<file path="config.mk">
export PLATFORM = sky130hd
export DESIGN_NAME = store_buffer
export DESIGN_NICKNAME = d
export VERILOG_FILES = /design/src/rtl/sb_pkg.sv /design/src/rtl/sb_match.sv /design/src/rtl/store_buffer.sv
export SDC_FILE = /design/constraint.sdc
export NUM_CORES = 1
export LEC_CHECK = 0
export BUFFER_PORTS_ARGS = -buffer_cell sky130_fd_sc_hd__buf_2
export CAP_MARGIN = 20
export CELL_PAD_IN_SITES_DETAIL_PLACEMENT = 0
export CELL_PAD_IN_SITES_GLOBAL_PLACEMENT = 1
export CORE_MARGIN = 1.5
export CORE_UTILIZATION = 35
export CTS_BUF_LIST = sky130_fd_sc_hd__clkbuf_4
export CTS_CLUSTER_DIAMETER = 80
export CTS_CLUSTER_SIZE = 20
export DETAILED_ROUTE_END_ITERATION = 10
export PLACE_DENSITY_LB_ADDON = 0.1
export SLEW_MARGIN = 30
export SYNTH_ARGS = -nofsm -noshare
export SYNTH_HDL_FRONTEND = slang
export SYNTH_SLANG_ARGS = --single-unit
</file>
<file path="constraint.sdc">
create_clock -name clk -period 13.9 [get_ports clk]
set_clock_uncertainty 0.15 [all_clocks]
set_input_delay 2.085 -clock clk [delete_from_list [all_inputs] [get_ports clk]]
set_output_delay 2.085 -clock clk [all_outputs]
set_load 0.02 [all_outputs]
</file>
<file path="src/rtl/sb_pkg.sv">
// Store buffer shared definitions.
// Holds the buffered-store entry layout, the drain FSM state encoding and
// the byte-offset constants used to split an address into word and lane.
package sb_pkg;

  // Entries are stored at a fixed maximum width so one struct type serves
  // every instance; the top zero-extends into it and reads back only the
  // low ADDR_W / DATA_W bits (both parameters must stay <= these limits).
  localparam int SB_MAX_ADDR_W = 64;
  localparam int SB_MAX_DATA_W = 64;

  // Byte lane within a word is addr[BYTE_OFF_W-1:0]; the word address
  // starts at bit WORD_LSB.
  localparam int BYTE_OFF_W = 2;
  localparam int WORD_LSB   = BYTE_OFF_W;
  localparam int BYTE_W     = 8;

  typedef enum logic {
    RUN   = 1'b0,
    FLUSH = 1'b1
  } sb_state_e;

  typedef struct packed {
    logic [SB_MAX_ADDR_W-1:0] addr;
    logic [SB_MAX_DATA_W-1:0] data;
    logic                     byte_sel;
  } sb_entry_t;

endpackage

</file>
<file path="src/rtl/sb_match.sv">
// Youngest-match priority search over the store buffer slots.
// Ports:
//   match - per-slot flag: slot is valid and its word address equals the load
//   tail  - next write slot; tail-1 is the youngest entry, tail the oldest
//   hit   - at least one slot matched
//   idx   - slot index of the youngest matching entry (0 when no hit)
module sb_match #(
  parameter int DEPTH = 4
) (
  input  logic [DEPTH-1:0]         match,
  input  logic [$clog2(DEPTH)-1:0] tail,
  output logic                     hit,
  output logic [$clog2(DEPTH)-1:0] idx
);

  localparam int PTR_W = $clog2(DEPTH);

  logic [PTR_W-1:0] slot;

  // Walk slots from oldest (tail) to youngest (tail-1); a later match
  // overwrites an earlier one, so the youngest match is what remains.
  always_comb begin
    hit  = 1'b0;
    idx  = '0;
    slot = '0;
    for (int k = 0; k < DEPTH; k++) begin
      slot = tail + PTR_W'(k);
      if (match[slot]) begin
        hit = 1'b1;
        idx = slot;
      end
    end
  end

endmodule

</file>
<file path="src/rtl/store_buffer.sv">
// Store buffer between the M stage and the data cache.
// Stores are queued in a circular FIFO and drained to the cache from the
// head; loads search the buffer and are forwarded from the youngest store
// to the same word, or told to stall when only part of the word is known.
// Ports:
//   clk, reset         - clock (rising edge), asynchronous active-high reset
//   st_*               - store request / accept handshake
//   ld_*               - load lookup request and forwarding result
//   dc_*               - drain write to the data cache and its accept
//   flush_req/done     - request a full drain / one-cycle completion pulse
//   count              - number of occupied entries
module store_buffer
  import sb_pkg::*;
#(
  parameter int DEPTH  = 4,
  parameter int ADDR_W = 32,
  parameter int DATA_W = 32
) (
  input  logic                       clk,
  input  logic                       reset,
  input  logic                       st_valid,
  input  logic [ADDR_W-1:0]          st_addr,
  input  logic [DATA_W-1:0]          st_data,
  input  logic                       st_byte,
  output logic                       st_ready,
  input  logic                       ld_valid,
  input  logic [ADDR_W-1:0]          ld_addr,
  input  logic                       ld_byte,
  output logic                       ld_hit,
  output logic [DATA_W-1:0]          ld_data,
  output logic                       ld_conflict,
  output logic                       dc_write,
  output logic [ADDR_W-1:0]          dc_addr,
  output logic [DATA_W-1:0]          dc_data,
  output logic                       dc_byte,
  input  logic                       dc_ready,
  input  logic                       flush_req,
  output logic                       flush_done,
  output logic [$clog2(DEPTH+1)-1:0] count
);

  localparam int PTR_W = $clog2(DEPTH);
  localparam int CNT_W = $clog2(DEPTH+1);

  sb_state_e        state_q, state_d;
  logic [PTR_W-1:0] head_q, head_d;
  logic [PTR_W-1:0] tail_q, tail_d;
  logic [CNT_W-1:0] count_q, count_d;
  logic [DEPTH-1:0] valid_q, valid_d;

  sb_entry_t        entries_q [DEPTH];
  sb_entry_t        wr_entry;
  sb_entry_t        head_e;
  sb_entry_t        hit_e;

  logic             enq, deq;
  logic             nonempty, full;
  logic [DEPTH-1:0] match;
  logic             match_hit;
  logic [PTR_W-1:0] match_idx;
  logic [BYTE_OFF_W-1:0] ld_off;

  // Pick byte lane off of a word (little-endian), zero-extended to DATA_W.
  function automatic logic [DATA_W-1:0] byte_lane(input logic [DATA_W-1:0] w,
                                                  input logic [BYTE_OFF_W-1:0] off);
    logic [DATA_W-1:0] r;
    r = '0;
    r[BYTE_W-1:0] = w[{off, 3'b000} +: BYTE_W];
    return r;
  endfunction

  // Zero-extend the low byte of a word to DATA_W.
  function automatic logic [DATA_W-1:0] low_byte(input logic [DATA_W-1:0] w);
    logic [DATA_W-1:0] r;
    r = '0;
    r[BYTE_W-1:0] = w[BYTE_W-1:0];
    return r;
  endfunction

  assign nonempty = (count_q != '0);
  assign full     = (count_q == CNT_W'(DEPTH));

  // ---------------------------------------------------------------------
  // Drain and enqueue handshakes
  // ---------------------------------------------------------------------
  // A load in flight owns the cache port unless the buffer is full (stores
  // would otherwise deadlock the M stage) or a flush is draining.
  always_comb begin
    dc_write = nonempty && (!ld_valid || full || (state_q == FLUSH));
    enq      = st_valid && st_ready;
    deq      = dc_write && dc_ready;
  end

  // Head entry drives the cache port; forced to 0 while empty so reset and
  // idle never expose stale slot contents.
  always_comb begin
    head_e  = entries_q[head_q];
    dc_addr = '0;
    dc_data = '0;
    dc_byte = 1'b0;
    if (nonempty) begin
      dc_addr = head_e.addr[ADDR_W-1:0];
      dc_data = head_e.data[DATA_W-1:0];
      dc_byte = head_e.byte_sel;
    end
  end

  // ---------------------------------------------------------------------
  // FIFO pointer / occupancy next-state
  // ---------------------------------------------------------------------
  always_comb begin
    head_d  = deq ? head_q + PTR_W'(1) : head_q;
    tail_d  = enq ? tail_q + PTR_W'(1) : tail_q;
    count_d = count_q;
    case ({enq, deq})
      2'b10:   count_d = count_q + CNT_W'(1);
      2'b01:   count_d = count_q - CNT_W'(1);
      default: count_d = count_q;
    endcase
    // enq and deq never target the same slot: that needs head==tail, which
    // means empty (no deq) or full (no enq).
    valid_d = valid_q;
    if (deq) valid_d[head_q] = 1'b0;
    if (enq) valid_d[tail_q] = 1'b1;
  end

  always_comb begin
    wr_entry          = '0;
    wr_entry.addr     = SB_MAX_ADDR_W'(st_addr);
    wr_entry.data     = SB_MAX_DATA_W'(st_data);
    wr_entry.byte_sel = st_byte;
  end

  always_ff @(posedge clk or posedge reset) begin
    if (reset) begin
      head_q  <= '0;
      tail_q  <= '0;
      count_q <= '0;
      valid_q <= '0;
    end else begin
      head_q  <= head_d;
      tail_q  <= tail_d;
      count_q <= count_d;
      valid_q <= valid_d;
    end
  end

  // Slot payload is not reset; valid_q alone decides whether it is seen.
  always_ff @(posedge clk) begin
    if (enq) entries_q[tail_q] <= wr_entry;
  end

  // ---------------------------------------------------------------------
  // Load forwarding
  // ---------------------------------------------------------------------
  always_comb begin
    for (int i = 0; i < DEPTH; i++) begin
      match[i] = valid_q[i] && ld_valid &&
                 (entries_q[i].addr[ADDR_W-1:WORD_LSB] == ld_addr[ADDR_W-1:WORD_LSB]);
    end
  end

  sb_match #(
    .DEPTH (DEPTH)
  ) u_match (
    .match (match),
    .tail  (tail_q),
    .hit   (match_hit),
    .idx   (match_idx)
  );

  // A word store covers every lane; a byte store only covers a byte load of
  // exactly its own lane, anything else must wait for the drain.
  always_comb begin
    hit_e       = entries_q[match_idx];
    ld_off      = ld_addr[BYTE_OFF_W-1:0];
    ld_hit      = 1'b0;
    ld_conflict = 1'b0;
    ld_data     = '0;
    if (match_hit) begin
      if (!hit_e.byte_sel) begin
        ld_hit  = 1'b1;
        ld_data = ld_byte ? byte_lane(hit_e.data[DATA_W-1:0], ld_off)
                          : hit_e.data[DATA_W-1:0];
      end else if (ld_byte && (hit_e.addr[BYTE_OFF_W-1:0] == ld_off)) begin
        ld_hit  = 1'b1;
        ld_data = low_byte(hit_e.data[DATA_W-1:0]);
      end else begin
        ld_conflict = 1'b1;
      end
    end
  end

  // ---------------------------------------------------------------------
  // Flush FSM
  // ---------------------------------------------------------------------
  always_ff @(posedge clk or posedge reset) begin
    if (reset) state_q <= RUN;
    else       state_q <= state_d;
  end

  always_comb begin
    state_d = state_q;
    case (state_q)
      RUN:     if (flush_req) state_d = FLUSH;
      FLUSH:   if (!nonempty) state_d = RUN;
      default: state_d = RUN;
    endcase
  end

  // Stores stop for the whole flush; a slot freed this cycle is not reused
  // until count_q reflects it.
  always_comb begin
    st_ready   = (count_q < CNT_W'(DEPTH)) && (state_q == RUN);
    flush_done = (state_q == FLUSH) && !nonempty;
    count      = count_q;
  end

endmodule

</file>
Word-level counts from Yosys, hierarchy flattened --
Memory sizes are Yosys's and may differ from the RTL's. Index checks and enable logic that the tools add are counted.
Operators by class: $add $sub $neg 6, $lt $le $gt $ge 8, equality and inequality tests 8, shift operators 1, muxes and demuxes 41, bitwise gates (word level) 4, reductions and logical operators 22
Operators with widths (count):
- 32-bit 2-to-1 mux | 5
- 30-bit == test | 4
- 32-bit by 6-bit variable part select with 8-bit output | 1
- 1-bit 2-to-1 mux | 21
- 1-bit logical AND | 16
- 2-bit by 3-bit less-than comparator with 1-bit output (second input constant) | 5
- 1-bit binary-select mux with 2-bit select | 4
- 2-bit 2-to-1 mux | 4
- 4-bit 2-to-1 mux | 2
- 8-bit 2-to-1 mux | 1
- 3-bit one-hot mux with 2 select lines | 1
- 2-bit by 1-bit adder with 2-bit output (second input constant) | 2
- 2-bit adder (second input constant) | 2
- 4-bit bitwise AND | 1
- 1-bit demux with 2-bit select | 2
- 2-bit by 1-bit greater-or-equal comparator with 1-bit output (second input constant) | 2
- 4-bit NOT | 1
- 4-bit bitwise OR | 1
- 3-bit by 1-bit adder with 3-bit output (second input constant) | 1
- 3-bit == test (second input constant) | 1
- 3-bit less-than comparator (second input constant) | 1
- 3-bit nonzero test | 1
- 3-bit by 1-bit subtractor with 3-bit output (second input constant) | 1
- 2-bit by 1-bit == test with 1-bit output (second input constant) | 1
- 7 further kinds | 9
Storage, ports and cells: register bits after elaboration 12, RAM bits 260, input port bits 104, output and inout bits 105, word-level logic and storage cells 96, memories 1
Memories:
- entries_q | depth 4, width 65, read ports 6, clocked after Yosys merged registers in 0, write ports 1, line store_buffer.sv:51 | sb_entry_t entries_q [DEPTH];

Longest topological paths before layout --
Gate-level depths: netlist of run 1. An unclocked memory read counts as a cell.
word-level depth 15, gate-level depth with buffers 17

Modules after synthesis --
From an unflattened synthesis of run 1, not the netlist that was laid out.
Unflattened totals: cells, all modules 778, area, all modules 13260.2 sq um
By module, submodules not included:
- store_buffer | times used 1, cells each 768, area an instance 13185.1 sq um
- sb_match | times used 1, cells each 10, area an instance 75.1 sq um

Least setup slack after synthesis of run 1 --
Ideal clock, no wire load.
kind input to output, start input port ld_addr[24], end output port ld_data[0], arrival time 6.214 ns, required time 11.665 ns, setup slack 5.451 ns, stages 14, cell sequence buf_6 > xor2_1 > or4_1 > or4_1 > or2_0 > buf_2 > mux4_2 > o221a_1 > o21ai_2 > mux2i_1 > xor2_1 > or4b_1 > buf_4 > a221oi_1
Between the ends: longest elaborated chain between the ends 14
RTL lines:
- from (decl) | line store_buffer.sv:27 | input logic [ADDR_W-1:0] ld_addr,
- parallel branches: the longest is 13 deep, another holds memory 4 x 65 bit
- 32-bit 2-to-1 mux * | line store_buffer.sv:180 | if (match_hit) begin
- to (decl) | line store_buffer.sv:30 | output logic [DATA_W-1:0] ld_data,
Mark *: on every way between the ends. The select of a mux whose other input is x is not followed.

Worst setup path after layout of run 1 --
start input port ld_addr[3], end output port ld_data[7]
Same word-level chain as after synthesis.

==> impl_results.md, run 1 <==
* Status: finished, final reports clean
* Vias in the first global route at 10.2k
* FMAX at 102 MHz
* First-pass GRT wire length at 69,000 um
* Inst Count DP at 1,760
* CTS resizes at 0
* Initial Util at 0.358
* Element type at the critical path start: input port
* Async SR Flop Fraction at 0.0441
* Fill count at 3,899
* Max IR drop VDD at 0.0000793 V
* Netlist Area Pre-Place at 14,700 sq um
* DR vias at 9,938
* Initial antenna violation count at 9
* Core Rows at 74
* Synthesis-to-layout area growth at 12.8%
* Setup TNS at 0 ns
* Placeable core area at 41,200 sq um
* CTS tree: done
* Sequential share of the synthesized area at 0.550
* Syn avg cell area at 13.8 sq um
* CTS Hold Bufs at 0
* Antenna Nets Post-Route at 0
* YS warnings at 0
* Switch Pwr at 0.000927 W
* Internal power at 0.00143 W
* Leakage power at 5.76 nW
* Syn nets at 1,180
* Cells after Synth at 1,066
* Register area at 8120 sq um
* HP Class: reg -> reg
* Placement Setup Slack at 4.14 ns
* Initial DRC count at 767
* Setup CP Type: in -> out
* Die Y at 208 um
* Worst-Margin Slew at 0.904 ns
* Worst Path Required at 11.66 ns
* Clock power frac at 0.156
* RSZ-0062 raised after global routing: no
* CP arrival at 7.55 ns
* Later-pin clock latency in the skew report at 0.77 ns
* Pin count of the biggest net entering global routing at 57
* Post-route setup slack at 4.11 ns
* Clock transition at path regs at 0.18 ns
* Max Cap Viol at 0
* Cell variety after synth at 63
* Routed vias/inst at 5.53
* RD Place Congestion at 0.906
* Die W at 208 um
* Sequential power share at 0.444
* Commonest non-fill, non-tap cell in the layout: edfxtp_1
* Leading cell types in the layout, fill and taps excluded: 260 x edfxtp_1, 208 x buf_2, 87 x xor2_1
* Global-route usage over all layers at 0.216
* I/O pins at 209
* Worst-case clock buffer depth at 3
* Residual DRC at 0
* Crit path max fanout at 27
* Clk sink count at 272
* Final period util at 0.704
* Final wirelength at 47,100 um
* Drt pass-1 iters at 5
* # setup viols final at 0
* Final HPWL DP at 34,000 um
* #FFs+latches synth at 272
* Share of cells above drive strength 1 at 0.284
* Post-synth EDFFs at 260
* Die ar. at 43,400 sq um
* CTS root buffer: clkbuf_4
* Post-CTS setup buffer count at 0
* Final hold violation count at 0
* Power per Cell Area at 142 nW/um^2
* Nets@finish at 1,364
* GRT overflow at 0
* Multi-input gate area at 6280 sq um
* Most used DFF post-synth: edfxtp_1
* IO Port Bufs at 208
* Period minus WS final at 9.79 ns
* Final Max Slew Viols at 0
* Finished Layout Cells at 1,797
* CTS buffer count at 20
* Switch share at 0.393
* CP endpoint kind: output pin
* Combinational power share at 0.400
* CTS H-tree lvls at 1
* Slew HR at 0.397
* WL per Instance at 26.2 um
-- synth_stat cells (all sizes together), types with 3 or more instances --
| master | number | area [sq um] |
|---|---|---|
| nor2b | 66 | 413 |
| o211a | 11 | 110 |
| or2 | 5 | 31.3 |
| nand3 | 13 | 65.1 |
| inv | 34 | 128 |
| clkbuf | 39 | 146 |
| or4b | 3 | 30.0 |
| o21a | 4 | 30.0 |
| nand4 | 16 | 100 |
| or4 | 12 | 90.1 |
| and2 | 4 | 25.0 |
| buf | 22 | 111 |
| o21ai | 23 | 119 |
| nand2 | 30 | 113 |
| a211oi | 29 | 218 |
| a221oi | 8 | 70.1 |
| nor4 | 31 | 194 |
| mux4 | 67 | 1510 |
| nor4b | 6 | 52.6 |
| xnor2 | 46 | 403 |
| a22oi | 4 | 43.8 |
| nor2 | 21 | 78.8 |
| and4 | 4 | 35.0 |
| mux2i | 32 | 320 |
| and3 | 6 | 37.5 |
| mux2 | 15 | 169 |
| ha | 9 | 113 |
| dfrtp | 12 | 300 |
| a31o | 7 | 61.3 |
| a21o | 6 | 45.0 |
| o211ai | 47 | 353 |
| a211o | 9 | 78.8 |
| o221ai | 6 | 52.6 |
| edfxtp | 260 | 7810 |
| nand2b | 14 | 87.6 |
| and3b | 15 | 131 |
| nor3 | 19 | 95.1 |
| or3 | 3 | 18.8 |
| xor2 | 87 | 762 |
-- critical path: stages --
cell and delay (ns):
buf_2 0.14, xor2_1 0.22, or4_1 0.53, or4_1 0.60
or2_2 0.35, mux4_2 0.52, a22oi_4 0.74, o21a_1 0.76
o211ai_1 0.19, nand3_1 0.11, or4b_1 0.66, a2111oi_2 0.42
buf_2 0.22
-- logic make-up after synthesis --
kind of cell,after synthesis,synth area share
AND/OR/NAND/NOR,271,0.110
buffers and inverters,96,0.0264
XOR/XNOR,133,0.0790
AO/OA/AOI/OAI,170,0.0898
multiplexers,114,0.136
adder cells (fa/ha/maj),10,0.00900
flip-flops,272,0.550
-- final timing paths --
check,from,cells after the start,endpoint,slack [ns]
min reg2reg,valid_q[2]$_DFF_PP0_,1,valid_q[2]$_DFF_PP0_,0.36
min in group asynchronous,reset,2,valid_q[1]$_DFF_PP0_,1.15
min,valid_q[2]$_DFF_PP0_,1,valid_q[2]$_DFF_PP0_,0.36
max reg2reg,tail_q[0]$_DFFE_PP0P_,4,entries_q[0][38]$_DFFE_PP_,10.56
max,ld_addr[3],13,ld_data[7],4.11
max in group asynchronous,reset,2,head_q[0]$_DFFE_PP0P_,12.05
-- flip-flops by register name, indices dropped and copies added (netlist names) --
| name | cells |
|---|---|
| head_q | 2 |
| valid_q | 4 |
| tail_q | 2 |
| count | 3 |
| entries_q | 260 |
| state_q | 1 |
-- power by group through the flow --
stage | clock network, W | logic (W) | registers, W
floorplan | 0 | 0.000677 | 0.00100
global placement | 0 | 0.000957 | 0.00107
detailed placement | 0 | 0.000954 | 0.00107
CTS | 0.000383 | 0.000959 | 0.00105
global route | 0.000410 | 0.00102 | 0.00106
finish | 0.000368 | 0.000942 | 0.00105
-- layer usage --
layer	global-route usage	vias to the layer above	wire length, um
li1	-	4556	-
met1	0.307	5022	21500
met2	0.348	300	22000
met3	0.0343	54	2660
met4	0.0481	6	933
met5	0	-	34
-- area by class of cell --
class	instances	area share
multi-input cells	698	0.378
flip-flops and latches	272	0.488
repair buffers	223	0.0694
clock buffers	24	0.0108
diodes	4	0.000602
inverters	35	0.00790
clock inverters	9	0.00534
well taps	532	0.0400
-- stage by stage --
step | hold slack [ns] | instance area [sq um] | total power [W] | utilization
3_5_place_dp | 0.321 | 16400 | 0.00202 | 0.397
6_report | 0.360 | 16600 | 0.00236 | 0.404
4_1_cts | 0.361 | 16600 | 0.00239 | 0.403
5_1_grt | 0.389 | 16600 | 0.00249 | 0.403
3_3_place_gp | 0.314 | 16300 | 0.00202 | 0.397
2_1_floorplan | 0.300 | 14700 | 0.00168 | -
Note: power is estimated with default switching activity, not from simulation.
==> inputs of run 2 (changes only) <==
clock period = 8.9 ns   (was 13.9 ns; I/O delays follow)
==> run 2 against run 1 <==
Via count increased by 1.1%. Sequential cell count unchanged. Combinational power rose by 61%. Worst setup slack worse by 3.2 ns. Highest routed layer unchanged.
==> impl_results.md, run 2 (same netlist as run 1, synthesis figures left out) <==
* FMAX at 125 MHz
* Final hold violation count at 0
* Placement Setup Slack at 1.18 ns
* Placeable core area at 41,200 sq um
* Core Rows at 74
* CTS Hold Bufs at 0
* First-pass GRT wire length at 68,500 um
* Max IR drop VDD at 0.000132 V
* Share of cells above drive strength 1 at 0.287
* Critical path, cell by cell: inv_1 > ha_1 > inv_1 > nand2_1 > nor3_1 > a2111o_1 > a2111o_1 > o21a_1 > a211oi_1 > nor2_1 > buf_4 > or3_1 > a211oi_1 > buf_2
* Antenna Nets Post-Route at 0
* CTS H-tree lvls at 1
* DR vias at 10.0k
* CP arrival at 6.54 ns
* Final Max Slew Viols at 0
* WL per Instance at 26.2 um
* CTS resizes at 0
* Synthesis-to-layout area growth at 13.4%
* GRT overflow at 0
* Slew HR at 0.390
* Setup CP Type: reg -> out
* Max FFs per register at 260
* Fill count at 3,943
* IO Port Bufs at 208
* Clock transition at path regs at 0.20 ns
* Final wirelength at 47,100 um
* Vias in the first global route at 9,953
* Die ar. at 43,400 sq um
* Final period util at 0.901
* Leakage power at 5.81 nW
* Worst Path Required at 7.41 ns
* Worst-case clock buffer depth at 3
* CTS buffer count at 20
* Element type at the critical path start: flip-flop
* Worst reg2reg path depth at 4
* Die Y at 208 um
* Initial DRC count at 759
* Final HPWL DP at 33,800 um
* Clk sink count at 272
* Hold path cells at 1
* Status: finished, final reports clean
* Die W at 208 um
* WP buf/inv at 4
* CTS tree: done
* I/O pins at 209
* Residual DRC at 0
* Leading cell types in the layout, fill and taps excluded: 260 x edfxtp_1, 208 x buf_2, 87 x xor2_1
* Hold Path End: valid_q[3]$_DFF_PP0_
* Routed vias/inst at 5.58
* HP Class: reg -> reg
* CP endpoint kind: output pin
* Pin count of the biggest net entering global routing at 68
* Nets@finish at 1,368
* # setup viols final at 0
* Initial antenna violation count at 7
* Crit path max fanout at 24
* Reg2reg end: entries_q[2][24]$_DFFE_PP_
* Period minus WS final at 8.02 ns
* Commonest non-fill, non-tap cell in the layout: edfxtp_1
* Initial Util at 0.358
* Power per Cell Area at 224 nW/um^2
* Max Cap Viol at 0
* RD Place Congestion at 0.884
* Worst-Margin Slew at 0.916 ns
* HP Start: valid_q[3]$_DFF_PP0_
* Setup TNS at 0 ns
* Finished Layout Cells at 1,801
* RSZ-0062 raised after global routing: no
* CP max stage cell: dfrtp_1
* Worst reg2reg startpoint: tail_q[0]$_DFFE_PP0P_
* CTS root buffer: clkbuf_4
* Hold slack at 0.364 ns
* Global-route usage over all layers at 0.215
* Max incr delay on CP at 0.84 ns
* Post-CTS setup buffer count at 0
* Most flops, register: entries_q
* Post-route setup slack at 0.878 ns
* Flop2flop setup slack at 5.59 ns
* Util after Layout at 0.406
* Inst Count DP at 1,763
* Drt pass-1 iters at 5
* Later-pin clock latency in the skew report at 0.80 ns
* Kind of cell adding the most delay to the critical path: compound AO/OA/AOI/OAI gates
==> run 2: metrics by stage <==
stage | instance area, sq um | total power [W]
floorplan | 14700 | 0.00262
global placement | 16400 | 0.00317
detailed placement | 16400 | 0.00316
CTS | 16700 | 0.00379
global route | 16700 | 0.00393
finish | 16700 | 0.00375
==> run 2: where the power goes <==
group | switching (W) | internal (W)
registers | 0.000112 | 0.00149
logic | 0.000909 | 0.000611
clock network | 0.000433 | 0.000201
==> run 2: worst max path at each step <==
stage | start | to | slack, ns | cells past startpoint
2_1_floorplan | ld_addr[24] | ld_data[0] | 1.95 | 14
3_3_place_gp | ld_addr[10] | ld_data[1] | 1.25 | 14
3_5_place_dp | ld_addr[10] | ld_data[1] | 1.18 | 14
4_1_cts | tail_q[0]$_DFFE_PP0P_ | ld_data[24] | 0.79 | 14
5_1_grt | tail_q[0]$_DFFE_PP0P_ | ld_data[30] | 0.34 | 14
6_report | tail_q[0]$_DFFE_PP0P_ | ld_data[24] | 0.88 | 14
==> run 2: area by class of cell <==
cell class	instances	area, sq um	area share
multi-input combinational	698	6280	0.376
sequential	272	8120	0.486
clock inverter	10	135	0.00809
antenna	3	7.51	0.000449
inverter	35	131	0.00786
clock buffer	24	180	0.0108
tap	532	666	0.0398
timing repair buffer	227	1200	0.0716
==> run 2: layer usage <==
metal  global-route usage  wire length (um)
met4               0.0501               960
met1                0.315             22000
met2                0.332             21500
met3               0.0376              2670
met5                    0                46
